<file path="config.mk">
export PLATFORM = sky130hd
export DESIGN_NAME = serial_cla_add_ctrl
export DESIGN_NICKNAME = d
export VERILOG_FILES = /design/src/rtl/serial_add_pkg.sv /design/src/rtl/cla4_slice.sv /design/src/rtl/serial_cla_add_ctrl.sv
export SDC_FILE = /design/constraint.sdc
export NUM_CORES = 1
export LEC_CHECK = 0
export ABC_AREA = 1
export BUFFER_PORTS_ARGS = -buffer_cell sky130_fd_sc_hd__buf_2
export CAP_MARGIN = 30
export CORE_ASPECT_RATIO = 0.75
export CORE_MARGIN = 3
export CORE_UTILIZATION = 49
export CTS_CLUSTER_DIAMETER = 60
export DETAILED_ROUTE_END_ITERATION = 10
export PLACE_DENSITY = 0.75
export SLEW_MARGIN = 20
export SYNTH_ARGS = -nofsm -noshare
export SYNTH_HDL_FRONTEND = slang
export SYNTH_SLANG_ARGS = --single-unit
</file>
<file path="constraint.sdc">
create_clock -name clk -period 2.1 [get_ports clk]
set_clock_uncertainty 0.15 [all_clocks]
set_input_delay 0.105 -clock clk [delete_from_list [all_inputs] [get_ports clk]]
set_output_delay 0.105 -clock clk [all_outputs]
set_load 0.01 [all_outputs]
</file>
<file path="src/rtl/serial_add_pkg.sv">
// Shared definitions for the serial carry-look-ahead adder controller.
// Contents: FSM state enum, nibble slice width, counter-width helper.
package serial_add_pkg;

  localparam int unsigned SLICE_W = 4;

  typedef enum logic [1:0] {
    IDLE = 2'd0,
    RUN  = 2'd1,
    DONE = 2'd2
  } state_t;

  // Ceiling log2; returns 0 for v <= 1.
  function automatic int unsigned clog2(input int unsigned v);
    int unsigned r;
    r = 0;
    while ((32'd1 << r) < v) r = r + 1;
    return r;
  endfunction

endpackage

</file>
<file path="src/rtl/cla4_slice.sv">
// 4-bit generate/propagate carry-look-ahead adder slice.
// Ports: a, b  - 4-bit operand nibbles
//        cin   - carry into the slice
//        s     - 4-bit nibble sum
//        cout  - carry out of the slice
module cla4_slice (
  input  logic [3:0] a,
  input  logic [3:0] b,
  input  logic       cin,
  output logic [3:0] s,
  output logic       cout
);

  logic [3:0] g;
  logic [3:0] p;
  logic [3:0] c;

  always_comb begin
    g = a & b;
    p = a ^ b;
    c[0] = cin;
    c[1] = g[0] | (p[0] & cin);
    c[2] = g[1] | (p[1] & g[0]) | (p[1] & p[0] & cin);
    c[3] = g[2] | (p[2] & g[1]) | (p[2] & p[1] & g[0])
         | (p[2] & p[1] & p[0] & cin);
    cout = g[3] | (p[3] & g[2]) | (p[3] & p[2] & g[1])
         | (p[3] & p[2] & p[1] & g[0]) | (p[3] & p[2] & p[1] & p[0] & cin);
    s = p ^ c;
  end

endmodule

</file>
<file path="src/rtl/serial_cla_add_ctrl.sv">
// Serial adder: {cout,sum} = a + b + cin computed one nibble per cycle
// through a single 4-bit CLA slice, least-significant nibble first.
// Latency from the accept cycle to out_valid is WIDTH/4 + 1 cycles.
// Ports: clk, rst_n (async, active-low)
//        in_valid/in_ready, a, b, cin     - operation request
//        sub (only with SERIAL_ADD_SUB_EN) - 1: compute a - b (cin ignored)
//        out_valid/out_ready, sum, cout   - result handshake
//        busy                             - high while RUN or DONE
// Optional feature macro: SERIAL_ADD_SUB_EN
module serial_cla_add_ctrl
  import serial_add_pkg::*;
#(
  parameter int unsigned WIDTH = 16
) (
  input  logic             clk,
  input  logic             rst_n,
  input  logic             in_valid,
  output logic             in_ready,
  input  logic [WIDTH-1:0] a,
  input  logic [WIDTH-1:0] b,
  input  logic             cin,
`ifdef SERIAL_ADD_SUB_EN
  input  logic             sub,
`endif
  output logic             out_valid,
  input  logic             out_ready,
  output logic [WIDTH-1:0] sum,
  output logic             cout,
  output logic             busy
);

  localparam int unsigned N  = WIDTH / SLICE_W;
  localparam int unsigned CW = (clog2(N) < 1) ? 1 : clog2(N);

  state_t           state, state_nxt;
  logic [WIDTH-1:0] a_r, b_r, sum_r;
  logic             carry_r, cout_r;
  logic [CW-1:0]    k;
  logic             last;
  logic [3:0]       sl_a, sl_b, sl_s;
  logic             sl_co;

  always_comb begin
    sl_a = a_r[k*SLICE_W +: SLICE_W];
    sl_b = b_r[k*SLICE_W +: SLICE_W];
    last = (k == CW'(N - 1));
  end

  cla4_slice u_slice (
    .a    (sl_a),
    .b    (sl_b),
    .cin  (carry_r),
    .s    (sl_s),
    .cout (sl_co)
  );

  always_ff @(posedge clk or negedge rst_n) begin
    if (!rst_n) state <= IDLE;
    else        state <= state_nxt;
  end

  always_comb begin
    state_nxt = state;
    in_ready  = 1'b0;
    out_valid = 1'b0;
    busy      = 1'b1;
    case (state)
      IDLE: begin
        in_ready = 1'b1;
        busy     = 1'b0;
        if (in_valid) state_nxt = RUN;
      end
      RUN: begin
        if (last) state_nxt = DONE;
      end
      DONE: begin
        out_valid = 1'b1;
        if (out_ready) state_nxt = IDLE;
      end
      default: state_nxt = IDLE;
    endcase
  end

  // Subtraction is folded in at capture time (b inverted, carry seeded
  // with 1), so the RUN datapath is identical for add and subtract.
  always_ff @(posedge clk or negedge rst_n) begin
    if (!rst_n) begin
      a_r     <= '0;
      b_r     <= '0;
      sum_r   <= '0;
      carry_r <= 1'b0;
      cout_r  <= 1'b0;
      k       <= '0;
    end else begin
      case (state)
        IDLE: begin
          if (in_valid) begin
            a_r <= a;
            k   <= '0;
`ifdef SERIAL_ADD_SUB_EN
            if (sub) begin
              b_r     <= ~b;
              carry_r <= 1'b1;
            end else begin
              b_r     <= b;
              carry_r <= cin;
            end
`else
            b_r     <= b;
            carry_r <= cin;
`endif
          end
        end
        RUN: begin
          sum_r[k*SLICE_W +: SLICE_W] <= sl_s;
          carry_r                     <= sl_co;
          k                           <= k + 1'b1;
          if (last) cout_r <= sl_co;
        end
        default: ;
      endcase
    end
  end

  always_comb begin
    sum  = sum_r;
    cout = cout_r;
  end

endmodule

</file>
## After elaboration in Yosys (flattened, before gate mapping)

Cells that the tools add are included.

| storage, ports and cells | value |
|---|---|
| bits in registers | 54 |

| operators by class | value |
|---|---|
| add/subtract/negate cells | 2 |
| equality and inequality tests | 6 |
| shift operators | 4 |
| multiplexer cells | 12 |
| bitwise operators | 29 |
| reductions and logical operators | 6 |

Operator list:

| operator | count |
|---|---|
| $neg 4->34 | 1 |
| $shift 4x34->16 const A | 1 |
| $shiftx 4x34->16 | 1 |
| $shiftx 16x5->4 | 2 |
| $and 1x1->1 | 16 |
| $bwmux 16 | 1 |
| $or 1x1->1 | 10 |
| $mux 2 | 4 |
| $xor 4x4->4 | 2 |
| $ne 2x2->1 const B | 3 |
| $pmux 2 s3 | 1 |
| $reduce_and 2->1 | 3 |
| $and 4x4->4 | 1 |
| $eq 2x2->1 const B | 2 |
| $mux 1 | 4 |
| $pmux 2 s2 | 1 |
| $reduce_and 3->1 | 1 |
| $add 2x1->2 const B | 1 |
| $eq 2x1->1 const B | 1 |
| $logic_not 2->1 | 1 |
| $pmux 1 s2 | 1 |
| $reduce_bool 2->1 | 1 |

## Logic depth before layout (Yosys ltp)

| depth | value |
|---|---|
| depth after elaboration | 9 |
| gate-level depth with buffers | 14 |

## Cells and area by module

From an unflattened synthesis, not the netlist that was laid out.

| unflattened totals | value |
|---|---|
| cell total of the unflattened synthesis | 358 |
| area total of the unflattened synthesis | 2846.5 sq um |

Modules (own cells, without submodules):

| module | times used | cells each | area an instance (sq um) |
|---|---|---|---|
| serial_cla_add_ctrl | 1 | 327 | 2657.5 |
| cla4_slice | 1 | 31 | 188.9 |

## Least setup slack after synthesis

Ideal clock, no wire load.

| path | value |
|---|---|
| path type | register to register |
| start point | reg k[0] |
| end point | reg sum_r[10], in the netlist sum[10] |
| arrival time | 2.019 ns |
| path slack | -0.152 ns |
| stages on the path, launching flop included | 11 |
| path buffers | 1 |
| clock period less this slack | 2.252 ns |
| path through | dfrtp_1 inv_1 clkbuf_1 nor2_1 o22ai_1 ha_1 nand3_1 nand2_1 xor2_1 nand2_1 o21ai_0 |

| between the ends | value |
|---|---|
| longest elaborated chain between the ends | 9 |
| elaborated cells between the ends (all ways) | 24 |
| those cells by class | add/sub: 1; shift: 4; mux: 1; bitwise: 18 |

RTL lines:

| element | RTL line | text |
|---|---|---|
| start, declared | serial_cla_add_ctrl.sv:38 | `logic [CW-1:0] k;` |
| start signal, assigned | serial_cla_add_ctrl.sv:117 | `k <= k + 1'b1;` |
| $shiftx 16x5->4, on equally long branches | serial_cla_add_ctrl.sv:44, serial_cla_add_ctrl.sv:45 |  |
| $xor 4x4->4 or $and 4x4->4 (tied branches) | cla4_slice.sv:20, cla4_slice.sv:19 |  |
| $and 1x1->1, on equally long branches | cla4_slice.sv:24, cla4_slice.sv:25 |  |
| $or 1x1->1 (tied with other cells) | cla4_slice.sv:24 | `c[3] = g[2] \| (p[2] & g[1]) \| (p[2] & p[1] & g[0])` |
| $or 1x1->1 or $and 1x1->1 (tied branches) | cla4_slice.sv:24, cla4_slice.sv:25 |  |
| $or 1x1->1 | cla4_slice.sv:25 | `\| (p[2] & p[1] & p[0] & cin);` |
| $xor 4x4->4 | cla4_slice.sv:28 | `s = p ^ c;` |
| $shiftx 4x34->16 | serial_cla_add_ctrl.sv:115 | `sum_r[k*SLICE_W +: SLICE_W] <= sl_s;` |
| $bwmux 16 (*) | serial_cla_add_ctrl.sv:115 |  |
| end signal, assigned by index | serial_cla_add_ctrl.sv:115 |  |
| end, declared | serial_cla_add_ctrl.sv:36 | `logic [WIDTH-1:0] a_r, b_r, sum_r;` |

Every way passes the cells marked *; elsewhere a longest branch is shown, timed or not.
A chain may end at the register's enable or synchronous reset.

## Final worst setup path

| path | value |
|---|---|
| start point | reg k[0] |
| end point | reg sum_r[2], in the netlist sum[2] |

Same word-level chain as after synthesis.

==> out/qor.yml <==
floorplan.initialDensity_pct: 52.65
antenna_found_initial: 0
critPathKind: "register to register"
hpwl_um: 4381
dr.pass1.iters: 4
tightest_slew_ns: 0.6118
p_seq_share_pct: 25.8
met2_usage_pct: 34.49
antenna-diode-count: 0
r2r_cells: 11
place_area_um2: 3120
cts_sinks: 54
dp.cells: 380
r2r_end: "sum[2]$_DFFE_PN0P_"
area_growth_pct: 45.40
gr-max-usage-layer: "met2"
critPathCaptureType: "register"
switching_power_mw: 3.199
grt_pass1_wl_um: 10700
power.share.clock_pct: 9.5
cp_max_fo: 5
combinationalPowerShare_pct: 64.7
wl_per_cell_um: 16.20
run_status: "finished with violations"
ys_seq_area_share_pct: 50.40
die_x_um: 91.42
seqCellArea_um2: 1353
ys_warn_count: 0
final.setup.worst_slack_ns: -0.07912
period_minus_slack_ns: 2.179
ys_types: 28
synth_cells: 246
dp_worst_setup_slack_ns: -0.1883
first_global_vias: 2217
grt_use_total_pct: 20.99
grt_util_met1_pct: 28.53
grt_overflow_total: 0
insertion_delay_ns: 0.32
synth_edf_count: 0
intPower_mw: 4.212
p_sw_share_pct: 43.17
portBuffers: 56
h-tree-depth: 2
die_h_um: 70.07
crit_end: "sum[2]$_DFFE_PN0P_"
ctsRootBufferMaster: "clkbuf_8"
cts-buffers-inserted: 5
syn-mean-instance-area_um2: 10.90
synth_seq_cells: 54
die_area_um2: 6405
drv_cap: 0
regToRegSetupSlack_ns: -0.08
row_count: 22
clk_pin_slew_worst_paths_ns: 0.10
powerDensity_nw_per_um2: 1901
gp_congestion: 0.9158
fill_cells: 323
power_leakage_nw: 1.927
postRouteAntennaNets: 0
finalHoldViolCount: 0
grtUsageMet3_pct: 4.629
fin_util_pct: 76.56
clock_path_buffers: 2
io_pins: 57
nets: 406
mostFrequentLayoutCell: "buf_2"
cp-startpoint: "k[0]$_DFFE_PN0P_"
holdCritPathClass: "input pin to register"
grt_max_degree: 36
ir_worst_vdd_v: 0.0009992
drc: 0
worstReg2RegStart: "k[0]$_DFFE_PN0P_"
rsz0062_at_grt: "true"
cts_tree: "built"
drt_wl_total_um: 6964
slew_headroom_pct: 59.22
layout_common_cells: "56 x buf_2, 53 x dfrtp_1, 36 x nand2_1, 34 x dlygate4sd3_1, 27 x mux2_4"
multi_input_area_um2: 1479
setup_violations: 7
whs_ns: 0.006759
netlist_area_um2: 2681
core_um2: 5092
via_per_inst: 5.216
final_cells: 430
crit_required_ns: 2.17
violations: "setup timing"
drtIter0Drc: 190
min_period_over_period_pct: 103.8
vias: 2243
drive_gt1_share_pct: 47.49
critPathArrivalTime_ns: 2.25
synth_top_flop_cell: "dfrtp_1"
async_flop_share_pct: 100.0
startpoint_type: "register"
hold_path_depth: 4
syn-num-nets: 295
slew_violations: 0
final_area_um2: 3899
fmax_mhz: 458.9
## synth_stat cells (all sizes together) (2+ instances only)
library cell  count  area [µm²]
a21oi             2       10.01
buf               4       37.53
clkbuf            3       11.26
clkinv            2       8.750
dfrtp            54        1351
ha               11       137.6
inv              13       48.80
mux2             32       461.7
nand2            44       182.7
nand3             7       35.03
nand4             4       25.02
nor2             25       103.9
o21ai            29       145.1
o22ai             8       50.05
o31ai             3       22.52
## layer usage
metal	part of all wire [%]	wire (µm)
met1	45	3168
met3	5.8	407
met2	48	3316
met5	0	0
met4	1.0	72
## kinds of logic (layout without fill, tap and decap cells)
family                     after synthesis  count (layout)  synth area share, %
AOI/OAI and AO/OA                       43              43                8.773
xor gates and xnor gates                 2               2               0.6534
adders and majority gates               12              12                5.880
buffers and inverters                   22             134                3.966
DFF                                     54              54                50.40
muxes                                   32              32                17.22
and+or+nand+nor                         81              81                13.11
## worst min path at each step
stage | from | to | slack [ns]
2_1_floorplan | rst_n | a_r[0]$_DFFE_PN0P_ | -0.34
3_3_place_gp | rst_n | a_r[8]$_DFFE_PN0P_ | -0.01
3_5_place_dp | rst_n | a_r[8]$_DFFE_PN0P_ | -0.01
4_1_cts | cin | carry_r$_DFFE_PN0P_ | 0.002
5_1_grt | cin | carry_r$_DFFE_PN0P_ | 0.03
6_report | cin | carry_r$_DFFE_PN0P_ | 0.007
## sequential cells by signal, indices dropped and copies added, names as in the netlist
signal   cells
b_r         16
cout         1
k            2
state        2
a_r         16
sum         16
carry_r      1
## power groups by stage
stage          sequential [mW]  clock (mW)  combinational [mW]
2_1_floorplan             1.80           0                2.26
3_3_place_gp              1.84           0                3.21
3_5_place_dp              1.85           0                3.29
4_1_cts                   1.84       0.708                3.56
5_1_grt                   1.97       0.762                5.18
6_report                  1.91       0.703                4.80
## layout make-up
class	count	share of cell area, %
Clock buffer	6	1.861
Clock inverter	2	0.9628
Inverter	15	1.573
Multi-Input combinational cell	170	37.93
Sequential cell	54	34.69
Tap cell	72	2.311
Timing Repair Buffer	111	20.67
## through the flow
step / total power, mW / setup TNS, ns
2_1_floorplan: 4.063 / 0
3_3_place_gp: 5.048 / -0.3540
3_5_place_dp: 5.140 / -1.253
4_1_cts: 6.114 / -0.2838
5_1_grt: 7.910 / -1.420
6_report: 7.412 / -0.2770
## critical path, stage by stage (launching register included)
cell,delay [ns]
dfrtp_2,0.47
inv_4,0.10
buf_6,0.10
nor2_2,0.03
o22ai_2,0.28
ha_1,0.32
nand3_1,0.12
nand2_2,0.09
xor2_4,0.18
buf_4,0.14
nand3_1,0.06
nand2_1,0.05
## what timing repair did
action	CTS	global route
endpoints found under the hold margin	57	0
pin swaps	8	27
gates resized for setup	21	63
setup buffers	2	4
setup endpoints to repair	15	18
gates cloned	0	2
hold buffers	34	0
No activity file was read; power rests on OpenSTA's default activity.
